[config.mk]
export PLATFORM = sky130hd
export DESIGN_NAME = fp_classify_stream
export DESIGN_NICKNAME = d
export VERILOG_FILES = /design/src/rtl/fp_pkg.sv /design/src/rtl/fp_classify.sv /design/src/rtl/fp_classify_stream.sv
export SDC_FILE = /design/constraint.sdc
export NUM_CORES = 1
export LEC_CHECK = 0
export CAP_MARGIN = 10
export CORE_ASPECT_RATIO = 0.75
export CORE_MARGIN = 4
export CORE_UTILIZATION = 25
export CTS_CLUSTER_SIZE = 20
export DETAILED_ROUTE_END_ITERATION = 12
export PLACE_DENSITY_LB_ADDON = 0.1
export SKIP_CTS_REPAIR_TIMING = 1
export SYNTH_ARGS = -nofsm -noshare
export SYNTH_HDL_FRONTEND = slang
export SYNTH_SLANG_ARGS = --single-unit
export TNS_END_PERCENT = 10
[constraint.sdc]
create_clock -name clock -period 5.25 [get_ports clock]
set_input_delay 1.05 -clock clock [delete_from_list [all_inputs] [get_ports clock]]
set_output_delay 1.05 -clock clock [all_outputs]
set_load 0.02 [all_outputs]
[src/rtl/fp_pkg.sv]
// Shared floating-point operand class encoding for the classifier and the FP datapath.
package fp_pkg;

  typedef enum logic [2:0] {
    FP_ZERO = 3'd0,
    FP_SUB  = 3'd1,
    FP_NORM = 3'd2,
    FP_INF  = 3'd3,
    FP_QNAN = 3'd4,
    FP_SNAN = 3'd5
  } fp_class_t;

  localparam int FP_NUM_CLASSES = 6;

endpackage

[src/rtl/fp_classify.sv]
// Combinational IEEE-754 operand decode: {sign, exponent, mantissa} -> fp_class_t.
module fp_classify
  import fp_pkg::*;
#(
  parameter int EXP_W = 5,
  parameter int MAN_W = 10
) (
  input  logic [EXP_W+MAN_W:0] word,
  output fp_class_t            cls,
  output logic                 sign
);

  logic [EXP_W-1:0] exp_f;
  logic [MAN_W-1:0] man_f;

  assign exp_f = word[MAN_W +: EXP_W];
  assign man_f = word[MAN_W-1:0];
  assign sign  = word[EXP_W+MAN_W];

  // The mantissa MSB is the quiet bit; it only matters when the exponent is all-ones.
  always_comb begin
    cls = FP_NORM;
    if (exp_f == '0) begin
      cls = (man_f == '0) ? FP_ZERO : FP_SUB;
    end else if (exp_f == '1) begin
      if (man_f == '0)
        cls = FP_INF;
      else if (man_f[MAN_W-1])
        cls = FP_QNAN;
      else
        cls = FP_SNAN;
    end
  end

endmodule

[src/rtl/fp_classify_stream.sv]
// Streaming operand classifier: one registered output stage with backpressure and
// saturating per-class counters updated at input acceptance.
module fp_classify_stream
  import fp_pkg::*;
#(
  parameter int EXP_W = 5,
  parameter int MAN_W = 10,
  parameter int CNT_W = 16
) (
  input  logic                                      clock,
  input  logic                                      reset,
  input  logic                                      in_valid,
  output logic                                      in_ready,
  input  logic [EXP_W+MAN_W:0]                      in_data,
  output logic                                      out_valid,
  input  logic                                      out_ready,
  output fp_class_t                                 out_class,
  output logic                                      out_sign,
  output logic [EXP_W+MAN_W:0]                      out_data,
  input  logic                                      clear_counts,
  output logic [FP_NUM_CLASSES-1:0][CNT_W-1:0]      counts
);

  fp_class_t                 in_class;
  logic                      in_sign;
  logic                      accept;
  logic [FP_NUM_CLASSES-1:0] hit;

  fp_classify #(
    .EXP_W(EXP_W),
    .MAN_W(MAN_W)
  ) u_classify (
    .word (in_data),
    .cls  (in_class),
    .sign (in_sign)
  );

  assign in_ready = ~out_valid | out_ready;
  assign accept   = in_valid & in_ready;

  always_ff @(posedge clock) begin
    if (reset) begin
      out_valid <= 1'b0;
      out_class <= FP_ZERO;
      out_sign  <= 1'b0;
      out_data  <= '0;
    end else if (accept) begin
      out_valid <= 1'b1;
      out_class <= in_class;
      out_sign  <= in_sign;
      out_data  <= in_data;
    end else if (out_ready) begin
      out_valid <= 1'b0;
    end
  end

  always_comb begin
    hit = '0;
    if (accept)
      hit[in_class] = 1'b1;
  end

  // Clear takes effect before the same-cycle increment, so a cleared hit lands at 1.
  always_ff @(posedge clock) begin
    if (reset) begin
      counts <= '0;
    end else begin
      for (int unsigned c = 0; c < FP_NUM_CLASSES; c++) begin
        if (clear_counts)
          counts[c] <= CNT_W'(hit[c]);
        else if (hit[c] && (counts[c] != '1))
          counts[c] <= counts[c] + CNT_W'(1);
      end
    end
  end

endmodule

# [After elaboration in Yosys (flattened, before gate mapping)]
# Cells that the tools add are included.
[totals] reg_bits=117 latch_bits=0 ram_bits=0 mem_bits_ro=0 inputBits=21 output_inout_bits=118 wordCells=73 memories=0
[op_classes] addsub=6 n_mul=0 div_mod_pow=0 magnitude_cmp=2 eq_ne=7 shifts=0 mux=22 bitwise_logic=3 reduce_logical=17
[ops] cell="$add A16 B1 Y16 const B" count=6
[ops] cell="$ne A16 B16 Y1 const B" count=6
[ops] cell="$mux W1" count=17
[ops] cell="$reduce_bool A2 Y1" count=7
[ops] cell="$logic_not A10 Y1" count=1
[ops] cell="$mux W3" count=3
[ops] cell="$logic_and A1 B1 Y1" count=7
[ops] cell="$mux W6" count=1
[ops] cell="$eq A5 B5 Y1 const B" count=1
[ops] cell="$logic_not A5 Y1" count=1
[ops] cell="$lt A3 B4 Y1 const B" count=1
[ops] cell="$demux W1 S3" count=1
[ops] cell="$ge A3 B1 Y1 const B" count=1
[ops] cell="$reduce_or A2 Y1" count=1
[ops] cell="$and A1 B1 Y1" count=1
[ops] cell="$not A1 Y1" count=1
[ops] cell="$or A1 B1 Y1" count=1

# [Longest topological paths before layout]
[logic_depth] word_depth=12 ltp_mapped=8

# [Hierarchy]
# From an unflattened synthesis, not the netlist that was laid out.
[hier_totals] cells_unflattened=686 area_unflattened_um2=5621.6
[modules_own_cells] module="fp_classify_stream" n_inst=1 cells_each=676 area_per_inst_um2=5534.1 seq_area_each_um2=2342.2
[modules_own_cells] module="fp_classify" n_inst=1 cells_each=10 area_per_inst_um2=87.6 seq_area_each_um2=0.0

# [Worst setup path before layout]
# Ideal clock, no wire load.
[synth_path] path_kind="input-to-reg" from="in in_data[10]" to="reg counts[88] (netlist name)" arrival_ns=2.914 required_ns=5.118 setup_slack_ns=2.204 path_stages=8 path_buffers=4 cell_sequence="buf_2 > or4_1 > buf_2 > a2111o_1 > buf_6 > buf_2 > o31ai_1 > a21oi_1"
[synth_via] elab_chain_cells=9 word_cells_on_any_way=11
[synth_rtl] item="from (decl)" line="fp_classify_stream.sv:14" text="input logic [EXP_W+MAN_W:0] in_data,"
[synth_rtl] item="$eq A5 B5 Y1" line="fp_classify.sv:25" text="end else if (exp_f == '1) begin"
[synth_rtl] item="$mux W3" line="fp_classify.sv:25"
[synth_rtl] item="$mux W3 *" line="fp_classify.sv:23" text="if (exp_f == '0) begin"
[synth_rtl] item="$lt A3 B4 Y1 (implied by the code) / $ge A3 B1 Y1 (equally long branches)" line="fp_classify_stream.sv:60" text="hit[in_class] = 1'b1;"
[synth_rtl] item="$logic_and A1 B1 Y1 (implied by the code)" line="fp_classify_stream.sv:60"
[synth_rtl] item="$mux W1 (implied by the code)" line="fp_classify_stream.sv:60"
[synth_rtl] item="$demux W1 S3 *" line="fp_classify_stream.sv:60"
[synth_rtl] item="$mux W6 *" line="fp_classify_stream.sv:59" text="if (accept)"
[synth_rtl] item="$logic_and A1 B1 Y1 *" line="fp_classify_stream.sv:71" text="else if (hit[c] && (counts[c] != '1))"
[synth_rtl] item="to (signal, indexed assignment)" line="fp_classify_stream.sv:70" text="counts[c] <= CNT_W'(hit[c]);"
[synth_rtl] item="to (signal, indexed assignment)" line="fp_classify_stream.sv:72" text="counts[c] <= counts[c] + CNT_W'(1);"
[synth_rtl] item="to (decl)" line="fp_classify_stream.sv:21" text="output logic [FP_NUM_CLASSES-1:0][CNT_W-1:0] counts"
# Every way passes the cells marked *; elsewhere a longest branch is shown, timed or not.
# A chain may end at the register's enable or synchronous reset.

# [Final worst setup path]
[layout_path] from="in out_ready" to="out in_ready"
[layout_via] elab_chain_cells=1
[layout_rtl] item="from (decl)" line="fp_classify_stream.sv:16" text="input logic out_ready,"
[layout_rtl] item="$or A1 B1 Y1" line="fp_classify_stream.sv:38" text="assign in_ready = ~out_valid | out_ready;"
[layout_rtl] item="to (decl)" line="fp_classify_stream.sv:13" text="output logic in_ready,"
# No other way between the ends.

==> key figures <==
Synthesis
  • Yosys warns: 0
  • Yosys reg bits: 116
  • Synth Instances: 708
  • Main synth FF type: dfxtp_1
  • Syn nets: 735
  • Synth Cell Area: 5690 um2
  • Post-synthesis async set-or-reset flop share: 0%
  • Post-synth EDFFs: 0
  • Mapped Avg Cell Area: 8.04 um2
  • Seq/Total Area, Yosys: 40.8%
  • Yosys cell types: 55

Cells and area
  • Multi-input logic area: 3150 um2
  • Seq. cell area: 2320 um2
  • N_diodes: 0
  • Commonest non-fill, non-tap cells in the layout: clkdlybuf4s50_1 (138), dfxtp_1 (116), nand2_1 (88)
  • Layout area overhead: 39.7%
  • Fillers: 2,277
  • Commonest non-fill, non-tap cell in the layout: clkdlybuf4s50_1
  • Nets: 861
  • Post-Layout Inst Area: 7950 um2
  • Ratio of cells with drive above 1 in the final layout: 5.43%

Floorplanning
  • Row cnt: 47
  • Core area: 22,200 um2
  • Die Y: 139 um
  • Die width: 182 um
  • IO Count: 139
  • Full die area: 25,300 um2
  • Initial core utilization: 25.6%

Power and ir drop
  • Pwr Density: 281 nW/um2
  • Pleak: 0.00241 uW
  • VDD IR max: 0.220 mV

Drt
  • DR iter-0 viols: 403
  • First-pass iteration count of the detailed router: 5
  • Vias: 5,967
  • Vias per Instance: 5.23
  • Routed wire length: 19,400 um
  • DR DRC count: 0
  • Post-DR wirelength/cell: 17.0 um
  • Remaining antenna violation count after routing: 0

CTS
  • TritonCTS clock tree: built
  • # H-tree levels: 4
  • Max Root-Sink Buffers: 2
  • Clock Latency Late Sink: 0.42 ns
  • Clock transition at the registers of the reported paths: 0.05 ns
  • CTS Sinks: 116
  • CTS Buf Count: 17
  • Root Buffer: clkbuf_16

STA
  • Fin Clk Skew: 0.0115 ns
  • Final Hold Fails: 0
  • Worst hold margin: 0.453 ns
  • Worst setup margin: 1.59 ns
  • Fin crit share: 69.8%
  • RSZ-0062 raised after global routing: no
  • Fin Setup TNS: 0 ns
  • Worst-Margin Slew: 1.07 ns
  • FMAX: 273 MHz
  • Period minus WS final: 3.66 ns
  • Max-slew violations: 0
  • Setup violators final: 0
  • Headroom to the max-slew limit: 28.2%

Global route
  • Total track usage: 14.9%
  • Initial antenna violation count: 0
  • First-pass GRT wire length: 30,400 um
  • Largest net degree at the start of global routing: 33
  • Congestion Overflow GR: 0
  • Vias in the first global route: 5,483

Placement
  • Dpl ws: 1.29 ns
  • Port bufs: 138
  • DP Wirelength: 13,800 um
  • Placed inst area: 7320 um2
  • RePlAce Congestion: 0.788

Hold path
  • Worst Hold Path EP: out_data[9]
  • Worst hold path depth: 2
  • Worst Hold Class: flop to flop
  • Worst Hold Launch: out_data[9]

Worst setup path
  • Endpoint class of the critical path: output port
  • Setup crit start kind: input pin
  • Arr. time, crit path: 2.61 ns
  • R2R Path End: counts[91]
  • Reg-to-Reg Start: counts[84]
  • Reg2reg path depth: 5
  • Critical Path RT: 4.20 ns
  • Critical path type: input pin to output port
  • R2r setup slk: 2.66 ns
  • CP max FO: 8

Run status
  • Run status: finished clean

Run
  • Max_cap viols: 0
## state kept, by name, summed over array words and instances (netlist names)
signal,count
counts,96
out_data,15
out_class,3
out_sign,1
out_valid,1
## critical path, stage by stage
cell             delay, ns
clkdlybuf4s50_1       0.45
nor2b_1               0.22
clkinv_1              0.26
clkdlybuf4s50_1       0.62
## cells by family (layout without fill, tap and decap cells)
group	after synthesis	after routing	share of synthesized area (%)
AO/OA/AOI/OAI	173	173	18.5
XOR/XNOR	15	15	2.31
adder cells (fa/ha/maj)	6	6	1.32
buffers and inverters	53	192	3.78
flip-flops	116	116	40.8
multiplexers	4	4	0.703
AND/OR/NAND/NOR	341	341	32.6
## metal layers
metal  share of wire, %  routed length, um  GRT usage (%)  vias up
met4                1.6                316           4.62        0
met5                  0                  0              0        -
met3                4.8                925           3.78       19
met2                 45               8690           23.0      157
li1                   -                  -              -     2932
met1                 49               9500           20.4     2859
## synthesized netlist by cell type (3+ instances only)
cell / count / area (um2)
or3_1: 31 / 194
and4_1: 16 / 140
nand3b_1: 8 / 60.1
a21oi_1: 87 / 435
ha_1: 6 / 75.1
dfxtp_1: 116 / 2320
nand2_1: 88 / 330
or2_2: 3 / 18.8
a31oi_1: 3 / 18.8
nor2_1: 46 / 173
inv_1: 13 / 48.8
mux2i_1: 4 / 40.0
o211ai_1: 6 / 45.0
o21ai_0: 22 / 110
o21ai_1: 3 / 15.0
nor3_1: 10 / 50.1
xnor2_1: 14 / 123
or4_1: 29 / 218
clkbuf_1: 32 / 120
a41o_1: 4 / 40.0
nand4_1: 26 / 163
nand3_1: 39 / 195
a211oi_1: 3 / 22.5
o31ai_1: 28 / 210
buf_2: 4 / 20.0
nor4_1: 22 / 138
and3_1: 11 / 68.8
## final cells by class
class / count / area share (%)
Inverter: 14 / 0.661
Tap cell: 294 / 4.63
Sequential cell: 116 / 29.2
Multi-Input combinational cell: 539 / 39.7
Timing Repair Buffer: 146 / 18.1
Clock buffer: 24 / 6.19
Clock inverter: 8 / 1.54
## worst max path at each step
stage	from	endpoint	slack, ns	cells past startpoint
final	out_ready	in_ready	1.59	4
after global routing	out_ready	in_ready	1.48	4
after CTS	out_ready	in_ready	1.56	4
after detailed placement	in_data[12]	counts[93]	1.29	6
after global placement	in_data[12]	counts[93]	1.34	6
after floorplan	in_data[10]	counts[88]	2.20	8
## power breakdown
group          leakage, uW  switching [uW]  internal (uW)
Sequential        0.000938            7.53            891
Clock             0.000292             424            796
Combinational      0.00118            71.7           45.6
Total              0.00241             503           1730
## stage by stage
step           util (%)  std cells  total power (uW)
3_3_place_gp       32.9       1107              1030
6_report           35.8       1141              2230
3_5_place_dp       32.9       1107              1040
2_1_floorplan         -        708               974
5_1_grt            35.8       1141              2320
4_1_cts            35.7       1139              2260
Power figures use the tool's default switching activity.
==> patch 1: new RTL, config.mk and constraints unchanged <==
Make the reset (`reset`) asynchronous in 2 clocked blocks.
--- a/src/rtl/fp_classify_stream.sv
+++ b/src/rtl/fp_classify_stream.sv
@@ -39,5 +39,5 @@
   assign accept   = in_valid & in_ready;
 
-  always_ff @(posedge clock) begin
+  always_ff @(posedge clock or posedge reset) begin
     if (reset) begin
       out_valid <= 1'b0;
@@ -62,5 +62,5 @@
 
   // Clear takes effect before the same-cycle increment, so a cleared hit lands at 1.
-  always_ff @(posedge clock) begin
+  always_ff @(posedge clock or posedge reset) begin
     if (reset) begin
       counts <= '0;
Behaviour: differs if reset is asserted again (counterexample within 4 cycles, from zero or initial values and one cycle with reset high); with reset held inactive, the same outputs for 10 cycles.
==> patch 1 against the original RTL <==
Final area rose by 7.5%; routed wire length rose by 4.8%; total power rose by 1.3%; setup slack improved by 180 ps; clock skew fell by 0.84 ps; sequential power rose by 4.1%; sequential cell count did not move; non-clock buffer count fell by 2; core utilization fell by 1.4 points; area after synthesis rose by 11%; largest power group unchanged.
==> patch 1: results (changes against the original RTL) <==
- Outcome: completed
- Yosys cell types: 50 (-9.1%)
- First-pass GRT wire length: 32800 um (+8.1%)
- WL/cell: 17.7 um (+3.9%)
- Synth Net Count: 710 (-3.4%)
- Dpl ws: 1410 ps (+118 ps)
- Worst Max-Slew Pin Slew: 863 ps (-211 ps)
- Detailed placement HPWL: 14200 um (+2.7%)
- Met3 usage: 3.72% (-0.059 points)
- Synth area leaders: dfrtp_1 (46%), a21oi_1 (5.4%), o31ai_1 (3.9%), or4_1 (3.9%), mux2_2 (3.7%)
- Met1 usage: 20.9% (+0.50 points)
- Vias in the first global route: 5820 (+6.1%)
- Biggest regs: counts x96, out_data x15, out_class x3
- Placed cells: 1120 (+1.2%)
- Clock-pin slew on the worst setup and hold paths: 50 ps (about the same)
- Worst Path Arrival: 2430 ps (-180 ps)
- Area post-placement: 7980 sq um (+8.9%)
- Antenna diode count: 0 (unchanged)
- CP max stage delay: 680 ps (+60 ps)
- P_seq: 0.935 mW (+4.1%)
- Vias per cell: 5.15 (-1.6%)
- Clk root buf: clkbuf_16
- Layout cell share with drive strength beyond 1: 9.10% (+3.7 points)
- Final GP Congestion: 0.773 (-1.9%)
- # nets final: 828 (-3.8%)
- Total track usage: 14.6% (-0.23 points)
- Avg Cell Area, Syn: 9.24 sq um (+15%)
- Final wirelength: 20400 um (+4.8%)
- Most used DFF post-synth: dfrtp_1
- Leak Pwr: 3.06 nW (+27%)
- Share of flip-flops with an asynchronous set or reset: 100% (+100 points)
- Initial antenna violation count: 0 (unchanged)
- DR iter-0 viols: 347 (-14%)
- Total power: 2.26 mW (+1.3%)
- Fillers: 2576 (+13%)
- Clk_skew: 10.6 ps (-0.843 ps)
- Yosys warns: 0 (unchanged)
- Synth top cells by count: dfrtp_1 (116), a21oi_1 (68), nand2_1 (47)
- Met2 Track Usage GR: 21.6% (-1.4 points)
- Initial core utilization: 25.3% (-0.27 points)
- Clk pwr: 1.14 mW (-7%)
- Max IR drop VDD: 0.204 mV (-7.2%)
- Min-Delay Path Class: flop to flop
- Sw Share: 24.4% (+1.9 points)
- Seq/Total Area, Yosys: 46.0% (+5.2 points)
- Pin count of the biggest net entering global routing: 63 (+91%)
- CTS Sinks: 116 (unchanged)
- Total CTS buffers: 17 (unchanged)
- Fin area: 8550 sq um (+7.5%)
-- patch 1: changes by cell type in the layout (fill, tap and decap cells not counted), sizes merged, moves of 7 or more --
cell / unedited run / this run
inv: 13 / 24
a21oi: 87 / 68
dfxtp: 116 / 0
nand3b: 8 / 1
nand2: 88 / 47
and2: 2 / 9
nor2: 46 / 34
xnor2: 14 / 5
and4: 17 / 8
nor4: 23 / 16
o21ai: 25 / 36
mux2: 0 / 21
dfrtp: 0 / 116
-- patch 1: worst paths after layout --
path,startpoint,slack [ps],cells past startpoint,end
min in group asynchronous,reset,1110,2,out_data[1]
worst min register to register,out_class[0],490,2,out_class[0]
worst min-delay path,out_class[0],490,2,out_class[0]
worst max register to register,out_valid,2620,6,counts[36]
worst max-delay path,out_ready,1770,3,in_ready
max in group asynchronous,reset,3270,3,counts[93]
-- patch 1: cells by family after synthesis --
logic type	count (synthesis)	synth area share [%]
AOI/OAI and AO/OA	174	17.2
xor gates and xnor gates	5	0.694
adders and majority gates	6	1.19
buffers and inverters	69	4.48
DFF	116	46.0
muxes	24	4.22
and+or+nand+nor	289	26.2
-- patch 1: routing by layer --
metal / vias up / routed length, um
met4: 0 / 346
li1: 2836 / -
met3: 20 / 1010
met2: 135 / 8980
met5: - / 0
met1: 2931 / 10000
-- patch 1: layout make-up --
type | instances | area share, %
clock buffer | 21 | 5.39
tap | 338 | 4.95
timing repair buffer | 144 | 16.8
clock inverter | 10 | 1.26
sequential | 116 | 34.0
multi-input combinational | 498 | 36.5
inverter | 24 | 1.08
-- patch 1: worst max-delay path: cells and delay by family --
kind	cells	cell delay, ps
AND/OR/NAND/NOR	1	260
buffers and inverters	2	1130
==> patch 2: new RTL, same settings <==
Made on the original files. `MAN_W` is set to 10 in 2 places; all go to 20.
--- a/src/rtl/fp_classify.sv
+++ b/src/rtl/fp_classify.sv
@@ -4,5 +4,5 @@
 #(
   parameter int EXP_W = 5,
-  parameter int MAN_W = 10
+  parameter int MAN_W = 20
 ) (
   input  logic [EXP_W+MAN_W:0] word,
--- a/src/rtl/fp_classify_stream.sv
+++ b/src/rtl/fp_classify_stream.sv
@@ -5,5 +5,5 @@
 #(
   parameter int EXP_W = 5,
-  parameter int MAN_W = 10,
+  parameter int MAN_W = 20,
   parameter int CNT_W = 16
 ) (
Ports: changed (resized in_data and out_data); port bits go from 139 to 159. The function was not compared with the original's and may differ.
==> patch 2 against the original RTL <==
First-iteration DRC count fell by 29%; sequential cell count is 10 higher; setup slack better by 120 ps; count of clock-buffer cells in the layout fell by 1; clock skew decreased by 1.9 ps; area after synthesis grew 13%; total power grew 8.0%; non-clock buffer count is 25 higher; global-route usage is 0.47 points higher; critical path depth fell by 1; sequential share of layout area decreased by 0.80 points; routed wire length up 14%; final area is 12% higher; largest cell class unchanged; largest power group unchanged.
==> patch 2: results (changes against the original RTL) <==
- Met3 usage: 4.32% (+0.55 points)
- Crit path max fanout: 7 (-1)
- Clk_skew: 9.56 ps (-1.92 ps)
- Biggest regs: counts x96, out_data x25, out_class x3
- Layout cell share with drive strength beyond 1: 6.78% (+1.4 points)
- Met3 routed WL: 1120 um (+21%)
- FF-to-FF setup slack: 2890 ps (+230 ps)
- Worst Path Arrival: 2490 ps (-120 ps)
- Area post-placement: 8240 sq um (+13%)
- Met1 usage: 22.3% (+1.9 points)
- Fin area: 8880 sq um (+12%)
- Synth top cells by count: dfxtp_1 (126), a21oi_1 (101), nand2_1 (101)
- R2R depth: 6 (+1)
- Met2 Track Usage GR: 22.3% (-0.76 points)
- Total track usage: 15.3% (+0.47 points)
- R2r endpoint: counts[83]
- Clk root buf: clkbuf_16
- IO buf count: 158 (+14%)
- Leak Pwr: 2.79 nW (+16%)
- First-pass GRT wire length: 34600 um (+14%)
- WL/cell: 17.4 um (+2.2%)
- Worst reg2reg path startpoint: counts[80]
- Max IR drop VDD: 0.198 mV (-10%)
- Met2 WL post-DR: 9170 um (+5.5%)
- Yosys cell types: 59 (+7.3%)
- Share of flip-flops with an asynchronous set or reset: 0% (unchanged)
- # nets final: 953 (+11%)
- Final GP Congestion: 0.749 (-4.9%)
- Via count: 6486 (+8.7%)
- Pin count of the biggest net entering global routing: 51 (+55%)
- Fillers: 2627 (+15%)
- Synth area leaders: dfxtp_1 (39%), a21oi_1 (7.9%), or4_1 (6.4%), o31ai_1 (6.3%), nand2_1 (5.9%)
- Wire length on met1: 11500 um (+21%)
- Synth Net Count: 818 (+11%)
- Detailed placement HPWL: 15300 um (+11%)
- Seq/Total Area, Yosys: 39.3% (-1.5 points)
- DR iter-0 viols: 288 (-29%)
- Initial DRT Pass Iterations: 4 (-1)
- Vias in the first global route: 6111 (+11%)
- Outcome: completed
## patch 2: worst max-delay path, cell delays in order
cell	delay, ps
clkdlybuf4s50_1	440
nand2b_1	320
clkdlybuf4s50_1	680
## patch 2: where the power goes
group,switching [mW],total (mW),internal (mW)
Clock,0.454,1.28,0.822
Combinational,0.0938,0.159,0.0650
Sequential,0.00800,0.979,0.971
## patch 2: cell type report
| class | count | area [sq um] | area share, % |
|---|---|---|---|
| multi-input cells | 585 | 3560 | 40.1 |
| inverters | 15 | 56.3 | 0.634 |
| well taps | 338 | 423 | 4.76 |
| clock buffers | 23 | 508 | 5.72 |
| flip-flops and latches | 126 | 2520 | 28.4 |
| repair buffers | 171 | 1670 | 18.9 |
| clock inverters | 9 | 130 | 1.47 |
## patch 2: worst min path at each step
| stage | startpoint | end | slack [ps] |
|---|---|---|---|
| after CTS | out_data[4] | out_data[4] | 450 |
| after floorplan | out_data[0] | out_data[0] | 530 |
| final | out_data[12] | out_data[12] | 450 |
| after global routing | out_data[0] | out_data[0] | 480 |
| after global placement | out_data[22] | out_data[22] | 440 |
| after detailed placement | out_data[4] | out_data[4] | 450 |
## patch 2: metrics by stage
step	hold slack [ps]	setup slack [ps]	power, mW	cells
floorplan	535	2610	1.08	781
global placement	442	1350	1.16	1235
detailed placement	446	1340	1.16	1235
CTS	455	1680	2.46	1267
global route	477	1500	2.52	1267
finish	452	1710	2.41	1267
## patch 2: cells by family (layout without fill, tap and decap cells)
kind of cell,after synthesis,after routing,share of synthesized area (%)
mux,15,15,2.34
buf+inv,70,218,5.24
simple gates,358,358,31.4
flops,126,126,39.3
fa+ha+maj,6,6,1.17
compound gates,205,205,20.4
xor+xnor,1,1,0.136
